===== config.mk =====
export PLATFORM = sky130hd
export DESIGN_NAME = pipe_carry_adder
export DESIGN_NICKNAME = d
export VERILOG_FILES = /design/src/rtl/pipe_carry_adder.sv
export SDC_FILE = /design/constraint.sdc
export NUM_CORES = 1
export LEC_CHECK = 0
export BUFFER_PORTS_ARGS = -buffer_cell sky130_fd_sc_hd__buf_2
export CORE_UTILIZATION = 55
export DETAILED_ROUTE_END_ITERATION = 12
export PLACE_DENSITY = 0.82
export SYNTH_ARGS = -nofsm -noshare
export SYNTH_HDL_FRONTEND = slang
export SYNTH_SLANG_ARGS = --single-unit

===== constraint.sdc =====
create_clock -name clk -period 5.2 [get_ports clk]
set_input_delay 0.52 -clock clk [delete_from_list [all_inputs] [get_ports clk]]
set_output_delay 0.52 -clock clk [all_outputs]
set_load 0.1 [all_outputs]

===== src/rtl/pipe_carry_adder.sv =====
// pipe_carry_adder: segmented carry-pipelined adder/subtractor.
// Stage k adds operand segment k with the carry registered by stage k-1.
// Each stage register carries the full operands and the partial sum, so
// upper operand segments are skewed and finished lower result segments are
// deskewed by the same registers, and a whole result leaves in one beat.
// The last stage register is the output register. A single global enable
// stalls every stage at once, which preserves order and bubbles.
module pipe_carry_adder #(
    parameter int WIDTH = 16,
    parameter int SEG   = 4
) (
    input  logic             clk,
    input  logic             reset,
    input  logic             in_valid,
    output logic             in_ready,
    input  logic [WIDTH-1:0] a,
    input  logic [WIDTH-1:0] b,
    input  logic             cin,
    input  logic             sub,
    output logic             out_valid,
    input  logic             out_ready,
    output logic [WIDTH-1:0] sum,
    output logic             cout,
    output logic             zero,
    output logic             neg,
    output logic             ovf
);

    localparam int STAGES = WIDTH / SEG;
    localparam int LAST   = STAGES - 1;
    localparam int MSB    = WIDTH - 1;

    // One segment of ripple addition with carry in and carry out.
    function automatic logic [SEG:0] seg_add(input logic [SEG-1:0] x,
                                             input logic [SEG-1:0] y,
                                             input logic           c);
        return {1'b0, x} + {1'b0, y} + {{SEG{1'b0}}, c};
    endfunction

    // Stage inputs: stage 0 is fed from the ports, stage k from register k-1.
    logic [WIDTH-1:0]  a_src_s [STAGES];
    logic [WIDTH-1:0]  b_src_s [STAGES];  // effective B (already inverted for sub)
    logic [WIDTH-1:0]  s_src_s [STAGES];
    logic [STAGES-1:0] c_src_s;
    logic [STAGES-1:0] v_src_s;

    // Stage registers and their next-state values.
    logic [WIDTH-1:0]  a_q [STAGES];
    logic [WIDTH-1:0]  b_q [STAGES];
    logic [WIDTH-1:0]  s_q [STAGES];
    logic [WIDTH-1:0]  s_d [STAGES];
    logic [STAGES-1:0] c_q;
    logic [STAGES-1:0] c_d;
    logic [STAGES-1:0] v_q;

    // Status flags, computed as the last stage completes and then registered.
    logic zero_q, neg_q, ovf_q;
    logic zero_d, neg_d, ovf_d;

    logic en_s;

    // Whole pipeline advances only when the output slot is empty or drained.
    assign en_s     = !v_q[LAST] || out_ready;
    assign in_ready = en_s;

    for (genvar k = 0; k < STAGES; k++) begin : g_src
        if (k == 0) begin : g_first
            // sub is folded into the effective B here; it travels with the
            // transaction as the stored (possibly inverted) operand.
            assign a_src_s[k] = a;
            assign b_src_s[k] = sub ? ~b : b;
            assign s_src_s[k] = {WIDTH{1'b0}};
            assign c_src_s[k] = cin;
            assign v_src_s[k] = in_valid && en_s;
        end else begin : g_rest
            assign a_src_s[k] = a_q[k-1];
            assign b_src_s[k] = b_q[k-1];
            assign s_src_s[k] = s_q[k-1];
            assign c_src_s[k] = c_q[k-1];
            assign v_src_s[k] = v_q[k-1];
        end
    end

    // Per-stage segment adders: fill segment k of the partial sum.
    always_comb begin
        logic [SEG:0] seg_v;
        seg_v = {(SEG+1){1'b0}};
        for (int k = 0; k < STAGES; k++) begin
            seg_v  = seg_add(a_src_s[k][k*SEG +: SEG],
                             b_src_s[k][k*SEG +: SEG],
                             c_src_s[k]);
            s_d[k] = s_src_s[k];
            s_d[k][k*SEG +: SEG] = seg_v[SEG-1:0];
            c_d[k] = seg_v[SEG];
        end
    end

    // Result flags derived from the completed sum entering the output register.
    always_comb begin
        zero_d = (s_d[LAST] == {WIDTH{1'b0}});
        neg_d  = s_d[LAST][MSB];
        ovf_d  = (a_src_s[LAST][MSB] == b_src_s[LAST][MSB]) &&
                 (s_d[LAST][MSB] != a_src_s[LAST][MSB]);
    end

    // Stage registers: shift together on enable, hold otherwise; data only
    // loads behind a valid slot so bubbles leave the held values untouched.
    always_ff @(posedge clk or posedge reset) begin
        if (reset) begin
            for (int k = 0; k < STAGES; k++) begin
                a_q[k] <= {WIDTH{1'b0}};
                b_q[k] <= {WIDTH{1'b0}};
                s_q[k] <= {WIDTH{1'b0}};
            end
            c_q    <= {STAGES{1'b0}};
            v_q    <= {STAGES{1'b0}};
            zero_q <= 1'b0;
            neg_q  <= 1'b0;
            ovf_q  <= 1'b0;
        end else if (en_s) begin
            for (int k = 0; k < STAGES; k++) begin
                v_q[k] <= v_src_s[k];
                if (v_src_s[k]) begin
                    a_q[k] <= a_src_s[k];
                    b_q[k] <= b_src_s[k];
                    s_q[k] <= s_d[k];
                    c_q[k] <= c_d[k];
                end
            end
            if (v_src_s[LAST]) begin
                zero_q <= zero_d;
                neg_q  <= neg_d;
                ovf_q  <= ovf_d;
            end
        end
    end

    assign out_valid = v_q[LAST];
    assign sum       = s_q[LAST];
    assign cout      = c_q[LAST];
    assign zero      = zero_q;
    assign neg       = neg_q;
    assign ovf       = ovf_q;

endmodule


Word-level counts from Yosys, hierarchy flattened
Cells that the tools add are included.
{"block": "totals", "memories": 0, "romBits": 0, "inputBits": 38, "latchBits": 0, "ram_bits": 0, "regBits": 147}
{"block": "op_classes", "shifts": 0, "addsub": 8, "n_eq_ne": 2, "n_reduce_logical": 9, "mul": 0, "magnitude_cmp": 0, "mux": 1, "n_bitwise": 1, "n_div": 0}
{"operator": "adder 4 x 4 -> 5 bit", "count": 4}
{"operator": "adder 5 x 1 -> 5 bit", "count": 4}
{"operator": "zero test 16 bit", "count": 1}
{"operator": "2-to-1 mux 16 bit", "count": 1}
{"operator": "NOT 16 bit", "count": 1}
{"operator": "AND reduction 2 bit", "count": 4}
{"operator": "logical AND 1 bit", "count": 2}
{"operator": "== test 1 bit", "count": 1}
{"operator": "zero test 1 bit", "count": 1}
{"operator": "logical OR 1 bit", "count": 1}
{"operator": "inequality test 1 bit", "count": 1}

Longest topological paths before layout
{"block": "logic_depth", "word_depth": 4, "mapped_depth": 9, "mapped_depth_nobuf": 7}

Least setup slack after synthesis
No wires, ideal clock.
{"block": "synth_timing", "path_type": "input port to flip-flop", "startpoint": "input sub", "endpoint": "register s_q (netlist bit s_d[33])", "path_stages": 7, "slack_ns": 2.978, "t_arrival_ns": 2.098, "setup_ns": 0.125, "cell_sequence": "buf_2 -> buf_4 -> xnor2_1 -> fa_1 -> inv_1 -> fa_1 -> mux2_2"}
{"item": "start, declared", "line": "19", "rtl": "input logic sub,"}
{"item": "end signal, assigned by index", "line": "113", "rtl": "s_q[k] <= {WIDTH{1'b0}};"}
{"item": "end signal, assigned by index", "line": "126", "rtl": "s_q[k] <= s_d[k];"}
{"item": "end, declared", "line": "50", "rtl": "logic [WIDTH-1:0] s_q [STAGES];"}

==> impl_metrics.ini <==
[setup_path]
critPathKind = reg2reg
critPathArrivalTime_ps = 2250
crit_family = adder cells
path_cells = fa_1 -> fa_1 -> nor4_1 -> nand4_1 -> o31ai_2
critPathMaxFanout = 2
required_ps = 5470
crit_top_cell = fa_1
crit_buf_inv = 0
cp_slowest_stage_delay_ps = 470
critPathLaunchType = register
slowest_stage = fa_1
endpoint_kind = register

[yosys]
synthFlopType = dfrtp_1
synth.area.top_cells = dfrtp_1 (56%), mux2_2 (16%), fa_1 (3.6%)
yosysUniqueCellTypes = 31
yosysWarnings = 0
netlist_area_mm2 = 0.004410
async_reset_ff_frac = 1.000
syn_nets = 386
synth-seq-area-share = 0.5560
synth-edff-count = 0
netlist.area_leader.share = 0.5560
synth.largest_area_cell = dfrtp_1
synthTopCellsByCount = dfrtp_1 (98), mux2_2 (61), nand2_1 (27), o21ai_0 (27), inv_1 (16)
synthCells = 328
synth.most_common_cell = dfrtp_1
avgSynthCellArea_um2 = 13.45
yosys_register_bits = 98

[timing]
fin_ws_ps = 3220
whs_ps = 228.4
period_share = 0.3808
slew_violations = 0
fmax_mhz = 505.0
grt_setup_unrepaired = no
relSlewSlack = 0.5461
finalCriticalPeriod_ps = 1980
tns_ps = 0
finalHoldViolCount = 0
setup_violations = 0
tightest_slew_ps = 680.9
finClkSkew_ps = 9.840

[routing]
drtAntennaViolNets = 0
wl_per_cell_um = 14.12
num_vias = 2507
drt_wl_total_um = 6935
drtIter0Drc = 130
avgViaCountPerCell = 5.106
drc = 0
drt_first_pass_iters = 4

[clocking]
htree_num_levels = 3
cts-resized-gates = 0
clk_latency_ps = 360
cts_tree = yes
cts_buffer_depth = 2
clk_pin_slew_ps = 90
cts.sinks = 98
cts_made_buffers = 9
cts_setup_buffers = 0
cts_hold_buf = 0
cts.root.buffer_cell = clkbuf_8

[global_routing]
grt_max_degree = 58
grt-ovfl-total = 0
grt_pass1_wl_um = 12120
antenna_found_initial = 0
grt_pass1_vias = 2669
grt_use_total = 0.1856

[place]
place_congestion = 0.7017
dpl.hpwl_um = 5192
pre_cts_slack_ps = 2858
portBuffers = 59

[outcome]
status = complete, no violations

[die]
std_cell_rows = 32
core_area_mm2 = 0.007727
io_pins = 60
die_w_um = 91.55
initial_core_util = 0.5708
dieArea_mm2 = 0.008381
die_h_um = 91.55

[cells_and_area]
drive_gt1_frac = 0.3882
fin_nets = 442
syn2layout_area_growth_pct = 11.18
n_antenna_cell = 0
fill_cells = 594

[min_path]
hold_path_class = in2async

[run]
cap_violations = 0
==> registers in the layout, indices dropped and copies added (netlist names) <==
signal,count
c_q,4
s_d,24
v_q,4
a_q,24
ovf,1
sum,16
b_q,24
zero,1
==> path summary, 6_finish.rpt <==
kind / slack, ps / to / cells past startpoint / from
worst max-delay path: 3220 / zero / 5 / a_q[28]
worst min-delay path: 230 / sum[13] / 2 / reset
worst max register to register: 3220 / zero / 5 / a_q[28]
worst min register to register: 490 / c_q[3] / 2 / c_q[3]
max in group asynchronous: 3860 / v_q[0] / 3 / reset
min in group clk: 390 / a_q[61] / 2 / a[13]
==> cells by family after synthesis <==
logic type / share of synthesized area
multiplexers: 0.1719
AO/OA/AOI/OAI: 0.06213
adder cells (fa/ha/maj): 0.07035
AND/OR/NAND/NOR: 0.04908
buffers and inverters: 0.04284
flip-flops: 0.5560
XOR/XNOR: 0.04766
==> metal layers <==
layer | up-vias | GRT usage | part of all wire
met5 | - | 0 | 0
met4 | 0 | 0.06349 | 0.016
met3 | 11 | 0.04439 | 0.042
met2 | 56 | 0.3039 | 0.47
met1 | 1215 | 0.2432 | 0.47
li1 | 1225 | - | -
==> metrics by stage <==
step	cells	instance area, µm²	utilization
after floorplan	328	4410	-
after global placement	475	4713	0.6099
after detailed placement	475	4713	0.6099
after CTS	491	4903	0.6346
after global routing	491	4903	0.6346
final	491	4903	0.6346
==> layout make-up <==
| cell class | instances | area, µm² | share of cell area |
|---|---|---|---|
| flip-flops and latches | 98 | 2452 | 0.5001 |
| inverters | 16 | 61.31 | 0.01250 |
| clock buffers | 11 | 151.4 | 0.03088 |
| multi-input cells | 199 | 1769 | 0.3608 |
| clock inverters | 5 | 38.79 | 0.007910 |
| well taps | 102 | 127.6 | 0.02603 |
| repair buffers | 60 | 302.8 | 0.06175 |
==> placed cells by master, fill, tap and decap left out, types with 8 or more instances in the layout <==
| cell type | count |
|---|---|
| ha_1 | 12 |
| xor2_1 | 9 |
| mux2_2 | 61 |
| dfrtp_1 | 98 |
| nand2_1 | 27 |
| clkbuf_8 | 11 |
| fa_1 | 8 |
| inv_1 | 15 |
| buf_2 | 59 |
| o21ai_0 | 27 |
| xnor2_1 | 15 |
Power is left out: the tool's default activity adds up to more than one toggle a clock period on the data nets, which glitch-free logic cannot reach.
